[src/rtl/mux_pkg.sv]
// Shared types and default sizing for the pipelined N-to-1 multiplexer.
package mux_pkg;

    typedef enum logic {
        MODE_SEL = 1'b0,
        MODE_RR  = 1'b1
    } mode_e;

    localparam int DEFAULT_WIDTH = 16;
    localparam int DEFAULT_N     = 4;

endpackage

[src/rtl/mux_n_to_1_pipe_if.sv]
// Channel-side and output-side signals of mux_n_to_1_pipe, bundled with master/slave views.
interface mux_n_to_1_pipe_if
    import mux_pkg::*;
#(
    parameter int WIDTH = DEFAULT_WIDTH,
    parameter int N     = DEFAULT_N,
    parameter int SELW  = $clog2(N)
) ();

    // Handshake: a word moves on a channel or on the output in any cycle where its
    // valid and ready are both high at the rising edge; ready never depends on a
    // future valid, and a producer holds valid/data until the transfer happens.
    mode_e                  mode;
    logic [SELW-1:0]        sel;
    logic [N*WIDTH-1:0]     in_data;
    logic [N-1:0]           in_valid;
    logic [N-1:0]           in_ready;
    logic [WIDTH-1:0]       out_data;
    logic [SELW-1:0]        out_sel;
    logic                   out_valid;
    logic                   out_ready;

    modport master (
        output mode, sel, in_data, in_valid, out_ready,
        input  in_ready, out_data, out_sel, out_valid
    );

    modport slave (
        input  mode, sel, in_data, in_valid, out_ready,
        output in_ready, out_data, out_sel, out_valid
    );

endinterface

[src/rtl/rr_arbiter.sv]
// Round-robin arbiter: picks the first requester at or above ptr, wrapping N-1 -> 0.
module rr_arbiter #(
    parameter int N    = 4,
    parameter int SELW = $clog2(N)
) (
    input  logic [N-1:0]    req,
    input  logic [SELW-1:0] ptr,
    output logic [N-1:0]    grant,
    output logic [SELW-1:0] grant_idx,
    output logic            any
);

    logic [SELW:0]   pos;
    logic [SELW-1:0] idx;

    // One extra bit on pos so ptr + i cannot overflow before the modulo-N fold.
    always_comb begin
        grant     = '0;
        grant_idx = '0;
        any       = 1'b0;
        pos       = '0;
        idx       = '0;
        for (int i = 0; i < N; i++) begin
            pos = {1'b0, ptr} + (SELW+1)'(i);
            if (pos >= (SELW+1)'(N)) begin
                pos = pos - (SELW+1)'(N);
            end
            idx = pos[SELW-1:0];
            if (!any && req[idx]) begin
                any        = 1'b1;
                grant[idx] = 1'b1;
                grant_idx  = idx;
            end
        end
    end

endmodule

[src/rtl/mux_n_to_1_pipe.sv]
// N-to-1 multiplexer with one registered output stage, explicit-select or round-robin grant.
module mux_n_to_1_pipe
    import mux_pkg::*;
#(
    parameter int WIDTH = DEFAULT_WIDTH,
    parameter int N     = DEFAULT_N,
    parameter int SELW  = $clog2(N)
) (
    input  logic            clk,
    input  logic            reset_n,
    mux_n_to_1_pipe_if.slave bus,
    output logic [SELW-1:0] rr_ptr
);

    logic [N-1:0]     rr_grant;
    logic [SELW-1:0]  rr_idx;
    logic             rr_any;

    logic             accept;
    logic             grant_any;
    logic [SELW-1:0]  grant_idx;
    logic [N-1:0]     grant_vec;
    logic [WIDTH-1:0] grant_data;
    logic [SELW-1:0]  ptr_next;

    logic [WIDTH-1:0] out_q;
    logic [SELW-1:0]  sel_q;
    logic             valid_q;
    logic [SELW-1:0]  ptr_q;

    rr_arbiter #(
        .N    (N),
        .SELW (SELW)
    ) u_rr (
        .req       (bus.in_valid),
        .ptr       (ptr_q),
        .grant     (rr_grant),
        .grant_idx (rr_idx),
        .any       (rr_any)
    );

    assign accept = !valid_q || bus.out_ready;

    // Explicit select compares against every legal index, so sel >= N simply never matches.
    always_comb begin
        grant_any  = 1'b0;
        grant_idx  = '0;
        grant_vec  = '0;
        grant_data = '0;
        if (bus.mode == MODE_RR) begin
            grant_any = rr_any;
            grant_idx = rr_idx;
            grant_vec = rr_grant;
        end else begin
            for (int i = 0; i < N; i++) begin
                if (bus.sel == SELW'(i) && bus.in_valid[i]) begin
                    grant_any    = 1'b1;
                    grant_idx    = SELW'(i);
                    grant_vec[i] = 1'b1;
                end
            end
        end
        for (int i = 0; i < N; i++) begin
            if (grant_idx == SELW'(i)) begin
                grant_data = bus.in_data[i*WIDTH +: WIDTH];
            end
        end
    end

    assign ptr_next = (grant_idx == SELW'(N-1)) ? '0 : grant_idx + 1'b1;

    // Reset gates ready directly: the empty stage would otherwise look ready during reset.
    assign bus.in_ready = (reset_n && accept && grant_any) ? grant_vec : '0;

    always_ff @(posedge clk or negedge reset_n) begin
        if (!reset_n) begin
            out_q   <= '0;
            sel_q   <= '0;
            valid_q <= 1'b0;
            ptr_q   <= '0;
        end else if (accept) begin
            valid_q <= grant_any;
            if (grant_any) begin
                out_q <= grant_data;
                sel_q <= grant_idx;
                if (bus.mode == MODE_RR) begin
                    ptr_q <= ptr_next;
                end
            end
        end
    end

    assign bus.out_data  = out_q;
    assign bus.out_sel   = sel_q;
    assign bus.out_valid = valid_q;
    assign rr_ptr        = ptr_q;

endmodule

[src/flat_wrapper.sv]
// flat-port wrapper written by rule: the top's interface ports become plain ports
module mux_n_to_1_pipe_flat import mux_pkg::*;
#(
    parameter int WIDTH = DEFAULT_WIDTH,
    parameter int N     = DEFAULT_N,
    parameter int SELW  = $clog2(N)
)
  (clk, reset_n, rr_ptr, bus_mode, bus_sel, bus_in_data, bus_in_valid, bus_out_ready, bus_in_ready, bus_out_data, bus_out_sel, bus_out_valid);
  mux_n_to_1_pipe_if #(.WIDTH(WIDTH), .N(N), .SELW(SELW)) bus_i ();
  input  logic clk;
  input  logic reset_n;
  output logic [SELW-1:0] rr_ptr;
  input wire logic [$bits(bus_i.mode)-1:0] bus_mode;
  input wire logic [$bits(bus_i.sel)-1:0] bus_sel;
  input wire logic [$bits(bus_i.in_data)-1:0] bus_in_data;
  input wire logic [$bits(bus_i.in_valid)-1:0] bus_in_valid;
  input wire logic [$bits(bus_i.out_ready)-1:0] bus_out_ready;
  output wire logic [$bits(bus_i.in_ready)-1:0] bus_in_ready;
  output wire logic [$bits(bus_i.out_data)-1:0] bus_out_data;
  output wire logic [$bits(bus_i.out_sel)-1:0] bus_out_sel;
  output wire logic [$bits(bus_i.out_valid)-1:0] bus_out_valid;
  assign bus_i.mode = bus_mode;
  assign bus_i.sel = bus_sel;
  assign bus_i.in_data = bus_in_data;
  assign bus_i.in_valid = bus_in_valid;
  assign bus_i.out_ready = bus_out_ready;
  assign bus_in_ready = bus_i.in_ready;
  assign bus_out_data = bus_i.out_data;
  assign bus_out_sel = bus_i.out_sel;
  assign bus_out_valid = bus_i.out_valid;
  mux_n_to_1_pipe #(.WIDTH(WIDTH), .N(N), .SELW(SELW)) u_core (.clk(clk), .reset_n(reset_n), .bus(bus_i), .rr_ptr(rr_ptr));
endmodule
[config.mk]
export PLATFORM = sky130hd
export DESIGN_NAME = mux_n_to_1_pipe_flat
export DESIGN_NICKNAME = d
export VERILOG_FILES = /design/src/rtl/mux_pkg.sv /design/src/rtl/mux_n_to_1_pipe_if.sv /design/src/rtl/rr_arbiter.sv /design/src/rtl/mux_n_to_1_pipe.sv /design/src/flat_wrapper.sv
export SDC_FILE = /design/constraint.sdc
export NUM_CORES = 1
export LEC_CHECK = 0
export ABC_AREA = 1
export BUFFER_PORTS_ARGS = -buffer_cell sky130_fd_sc_hd__clkbuf_2
export CAP_MARGIN = 20
export CORE_MARGIN = 3
export CORE_UTILIZATION = 51
export DETAILED_ROUTE_END_ITERATION = 7
export GPL_ROUTABILITY_DRIVEN = 0
export HOLD_SLACK_MARGIN = 0.05
export PLACE_DENSITY = 0.92
export REMOVE_ABC_BUFFERS = 1
export SLEW_MARGIN = 40
export SYNTH_ARGS = -nofsm -noshare
export SYNTH_HDL_FRONTEND = slang
export SYNTH_SLANG_ARGS = --single-unit
export TNS_END_PERCENT = 50
[constraint.sdc]
create_clock -name clk -period 5.3 [get_ports clk]
set_clock_uncertainty 0.2 [all_clocks]
set_input_delay 0.53 -clock clk [delete_from_list [all_inputs] [get_ports clk]]
set_output_delay 0.53 -clock clk [all_outputs]
set_load 0.01 [all_outputs]
==> Word level (Yosys, flattened, before mapping) <==
Cells that the tools add are included.
{ "totals": {"ff_bits": 21, "mem_bits_ro": 0, "latchBits": 0, "elab_cells": 106, "inputBits": 74, "output_inout_bits": 25, "ramBits": 0, "memories": 0} }
{ "classes": {"n_div": 0, "reduce_logical": 22, "shift": 0, "mul": 0, "bitwise_logic": 3, "magnitude_cmp": 12, "add_sub_neg": 8, "n_mux": 51, "n_eq_ne": 6} }
{ "op_table": {"columns": ["cell", "count"], "rows": [
  ["$mux 16", 4],
  ["$mux 2", 12],
  ["$mux 4", 6],
  ["$mux 1", 21],
  ["$logic_and 1x1->1", 13],
  ["$lt 2x3->1 const B", 4],
  ["$or 4x4->4", 3],
  ["$ge 3x3->1 const B", 3],
  ["$bmux 1 s2", 4],
  ["$demux 1 s2", 4],
  ["$eq 2x2->1 const B", 4],
  ["$ge 2x1->1 const B", 4],
  ["$sub 2x1->2 const B", 4],
  ["$add 2x2->3 const B", 2],
  ["$eq 2x1->1 const B", 2],
  ["$logic_not 1->1", 4],
  ["$logic_not 2->1", 2],
  ["$add 2x1->3 const B", 1],
  ["$ge 2x3->1 const B", 1],
  ["$reduce_and 3->1", 1],
  ["$add 2x1->2 const B", 1],
  ["$reduce_and 2->1", 1],
  ["$logic_or 1x1->1", 1]
]} }

==> Logic depth before layout (Yosys ltp) <==
{ "depth": {"depth_word": 20, "depth_mapped": 22, "ltp_nobuf": 20} }

==> By module <==
Synthesis repeated with hierarchy kept, for this count alone.
{ "unflattened": {"hier_cells": 346, "hier_area_um2": 2120.8} }
{ "modules_own_cells": {"columns": ["module", "instances", "seq_area_each_um2", "cells_per_inst", "area_each_um2"], "rows": [
  ["mux_n_to_1_pipe", 1, 525.5, 272, 1680.4],
  ["rr_arbiter", 1, 0.0, 74, 440.4]
]} }

==> Least setup slack after synthesis <==
Ideal clock, no wire load.
{ "synth_timing": {"kind": "register -> register", "from": "register u_core.ptr_q[1], in the netlist u_core.rr_ptr[1]", "to": "register u_core.out_q[15], in the netlist u_core.bus.out_data[15]", "path_stages_with_launch": 22, "required_ns": 5.035, "period_less_slack_ns": 3.317, "arrival_ns": 3.052, "slack_ns": 1.983, "setup_time_ns": 0.065, "n_path_buf": 2, "path_cell_list": "dfrtp_1 inv_2 ha_1 inv_1 nand3_1 nand2_1 nor2_2 nand3_4 nand2_1 inv_1 nand2_1 inv_1 ha_1 buf_2 nor2_1 buf_2 nand2_1 nand2_1 o21ai_0 o21ai_0 nand2_2 nand2_1"} }
{ "synth_between": {"elab_chain_cells": 20, "elab_cells_between_ends": 48, "cone_classes": "add/sub (7); order compare (4); eq/ne (3); mux (26); reduce/logical (8)"} }
{ "synth_rtl": {"columns": ["item", "line", "rtl"], "rows": [
  ["from (decl)", "mux_n_to_1_pipe.sv:29", "logic [SELW-1:0] ptr_q;"],
  ["from (signal assigned)", "mux_n_to_1_pipe.sv:87", "ptr_q <= ptr_next;"],
  ["parallel branches: the longest is 13 deep, another holds $add 2x1->3", null, null],
  ["$mux 2 (*)", "rr_arbiter.sv:29", "if (!any && req[idx]) begin"],
  ["$mux 2 (*)", "mux_n_to_1_pipe.sv:50", "if (bus.mode == MODE_RR) begin"],
  ["net u_core.grant_idx[0]", "mux_n_to_1_pipe.sv:21", "logic [SELW-1:0] grant_idx;"],
  ["$logic_not 2->1", "mux_n_to_1_pipe.sv:64", "if (grant_idx == SELW'(i)) begin"],
  ["$mux 16 (3 in series)", "mux_n_to_1_pipe.sv:64", null],
  ["$mux 16 (*)", "mux_n_to_1_pipe.sv:64", null],
  ["to (signal assigned)", "mux_n_to_1_pipe.sv:84", "out_q <= grant_data;"],
  ["to (decl)", "mux_n_to_1_pipe.sv:26", "logic [WIDTH-1:0] out_q;"]
]} }
Mark *: on every way through the listed nets, which the timed path passes. The select of a mux whose other input is x is not followed.
A chain may end at the register's enable or synchronous reset.

==> Final worst setup path <==
{ "layout_timing": {"from": "register u_core.ptr_q[0], in the netlist u_core.rr_ptr[0]", "to": "register u_core.out_q[1], in the netlist u_core.bus.out_data[1]"} }
Same word-level chain as after synthesis.

==> results.md <==
* # hold bufs at CTS at 0
* Root buf cell: clkbuf_8
* Post-synthesis sequential area ratio at 0.249
* Cell Chain, Critical Path: inv_6, ha_1, inv_1, nand3_1, nand2_1, nor2_2, nand3_4, nand2_1, inv_1, nand2_1, inv_1, ha_1, nor2_2, nand2_1, nand2_1, o21ai_0, o21ai_0, nand2_2, nand2_1
* WL per Instance at 12.6 µm
* Setup CP Type: reg -> reg
* Synth warn at 0
* Commonest non-fill, non-tap cell in the layout: nand2_1
* Capture point of the worst reg-to-reg path: u_core.bus.out_data[1]
* Worst path bufs/invs at 4
* H-tree levels at 1
* Logic gate share of total power at 0.699
* Slew HR at 0.588
* Clock share of power at 0.081
* Post-CTS Resized at 0
* Crit-path slowest cell: dfrtp_1
* Max_cap viols at 0
* Reg power frac at 0.220
* CP max stage delay at 0.69 ns
* Clock transition at path regs at 0.08 ns
* HP Class: in -> async
* Sw Share at 0.542
* Mapped Cells at 340
* Part of the cycle the worst path needs at 0.753
* Largest net degree at the start of global routing at 34
* Port Buffers at 98
* TritonCTS Buffers at 3
* Detailed-route via count at 2,537
* Max Freq at 251 MHz
* Fin util at 0.685
* Sw Pwr at 0.728 mW
* Max Buffers Root-to-Sink at 2
* Total negative slack at 0 ns
* Most frequent cells in the layout: nand2_1 (141), clkbuf_2 (98), o21ai_0 (35), inv_1 (23), nand3_1 (22)
* Diode count at 0
* Core area at 3830 µm²
* Synth Cell Area at 2110 µm²
* Final hold violations at 0
* First-pass DRT Iterations at 5
* Vias per cell at 5.33
* Final setup violation count at 0
* Latest clock arrival within the worst-skew pair at 0.26 ns
* Crit path top cell by count: nand2_1
* Crit path time final at 3.99 ns
* RSZ-0062 raised after global routing: no
* Fin nets at 514
* DRC viols at 0
* Ports at 99
* CP startpoint kind: register
* Num rows at 22
* Die span in y at 70.4 µm
* Slew @ Worst Pin at 0.618 ns
* Vias in the first global route at 2,356
* Mapped Avg Cell Area at 6.22 µm²
* Run status: finished, final reports clean
* Initial antenna violation count at 0
* Initial core utilization at 0.552
* First-pass GRT wire length at 10,000 µm
* Synthesized flop and latch total at 21
* Die ar. at 4950 µm²
* Post-CTS Setup Bufs at 0
* Detailed Route WL at 6010 µm
* Worst vdd ir at 0.000269 V
* Reg-to-reg critical path startpoint: u_core.rr_ptr[0]
* Area grow syn2layout at 24.0%
* Final ANT Viol Nets at 0
* Crit path max-delay family: simple AND/OR/NAND/NOR gates
* Final Max Slew Viols at 0
* Critical path data arrival time at 4.00 ns
* R2R Setup Slk at 1.31 ns
* Initial drt markers at 201
* Netlist cell types at 29
* Worst-case reg-to-reg path depth at 19
* Worst Setup End Kind: register
* Total global routing overflow at 0
* CTS tree: done
* Gr usage total at 0.243
* LEAKAGE at 1.53 nW
* Worst path required time at 5.31 ns
* Die Wd at 70.4 µm
* Pwr/cell area at 513 nW/µm²
* Share of cells above drive strength 1 at 0.304
* Critical path peak fanout at 17
* Int Pwr at 0.615 mW
* HPWL after DPL at 4740 µm
* Sink Count at 21
==> metrics by stage <==
stage               hold WS [ns]  area [µm²]  worst slack (ns)  power, mW  instances
floorplan                 0.0344        2020              1.74      0.963        326
global placement           0.254        2570              1.35       1.19        472
detailed placement         0.263        2570              1.15       1.22        472
CTS                       0.0529        2620              1.12       1.33        476
global route              0.0803        2620             0.895       1.48        476
finish                    0.0387        2620              1.31       1.34        476
==> worst register-to-register path, stage by stage (launching register included) <==
cell and delay, ns:
dfrtp_1 0.69, inv_6 0.12, ha_1 0.39, inv_1 0.11, nand3_1 0.11, nand2_1 0.11, nor2_2 0.16, nand3_4 0.10
nand2_1 0.07, inv_1 0.05, nand2_1 0.13, inv_1 0.09, ha_1 0.41, nor2_2 0.56, nand2_1 0.11, nand2_1 0.08
o21ai_0 0.07, o21ai_0 0.22, nand2_2 0.08, nand2_1 0.09
==> cell usage after synthesis <==
cell type  count  area [µm²]
or2_2          1        6.26
nand3_2        1        10.0
nand4_1        4        25.0
nor3_1         3        15.0
ha_1          11         138
clkbuf_1       8        30.0
nand3_4        1        17.5
a31oi_1        1        6.26
nand3_1       22         110
nor2_4         1        11.3
a21boi_0       1        7.51
nand2_8        1        20.0
nand3b_1       1        7.51
inv_1         23        86.3
nand2_4        3        33.8
dfrtp_1       21         526
nand2_1      141         529
nor2_8         1        20.0
nand2_2       14        87.6
buf_6          3        33.8
inv_6          1        8.76
buf_2          2        10.0
buf_12         1        20.0
nor2_2         1        6.26
a21oi_1       21         105
inv_2          2        7.51
nor2_1        14        52.6
o21ai_0       35         175
nor3b_1        1        7.51
==> cell type report <==
type / count / area, µm²
Clock buffer: 4 / 45.0
Fill cell: 312 / 1210
Inverter: 26 / 103
Multi-Input combinational cell: 279 / 1400
Sequential cell: 21 / 526
Tap cell: 48 / 60.1
Timing Repair Buffer: 98 / 490
==> power by group through the flow <==
stage               clock network, mW  logic (mW)  registers, mW
finish                          0.109       0.939          0.295
global route                    0.114        1.06          0.304
CTS                             0.108       0.931          0.293
detailed placement                  0       0.928          0.294
global placement                    0       0.897          0.293
floorplan                           0       0.643          0.319
==> flip-flops by register name (all words and copies together) (netlist names) <==
name and cells:
u_core.rr_ptr 2, u_core.bus.out_data 16, u_core.bus.out_valid 1, u_core.bus.out_sel 2
==> worst max-delay path by stage <==
stage / depth (start not counted) / end / from
floorplan: 19 / u_core.bus.out_data[15] / u_core.rr_ptr[0]
global placement: 19 / u_core.bus.out_data[1] / u_core.rr_ptr[0]
detailed placement: 19 / u_core.bus.out_data[1] / u_core.rr_ptr[0]
CTS: 19 / u_core.bus.out_data[1] / u_core.rr_ptr[0]
global route: 19 / u_core.bus.out_data[1] / u_core.rr_ptr[0]
finish: 19 / u_core.bus.out_data[1] / u_core.rr_ptr[0]
==> metal layers <==
metal  vias up  global-route usage  routed length, µm
li1       1262                   -                  -
met1      1120               0.308               2470
met2       131               0.404               2910
met3        24              0.0345                410
met4         0               0.111                217
met5         -                   0                  0
==> kinds of logic (layout without fill, tap and decap cells) <==
group	Yosys count	in the layout	synth area share
simple gates	210	210	0.454
compound gates	58	58	0.139
buf+inv	40	128	0.0930
flops	21	21	0.249
fa+ha+maj	11	11	0.0651
Power figures use the tool's default switching activity.
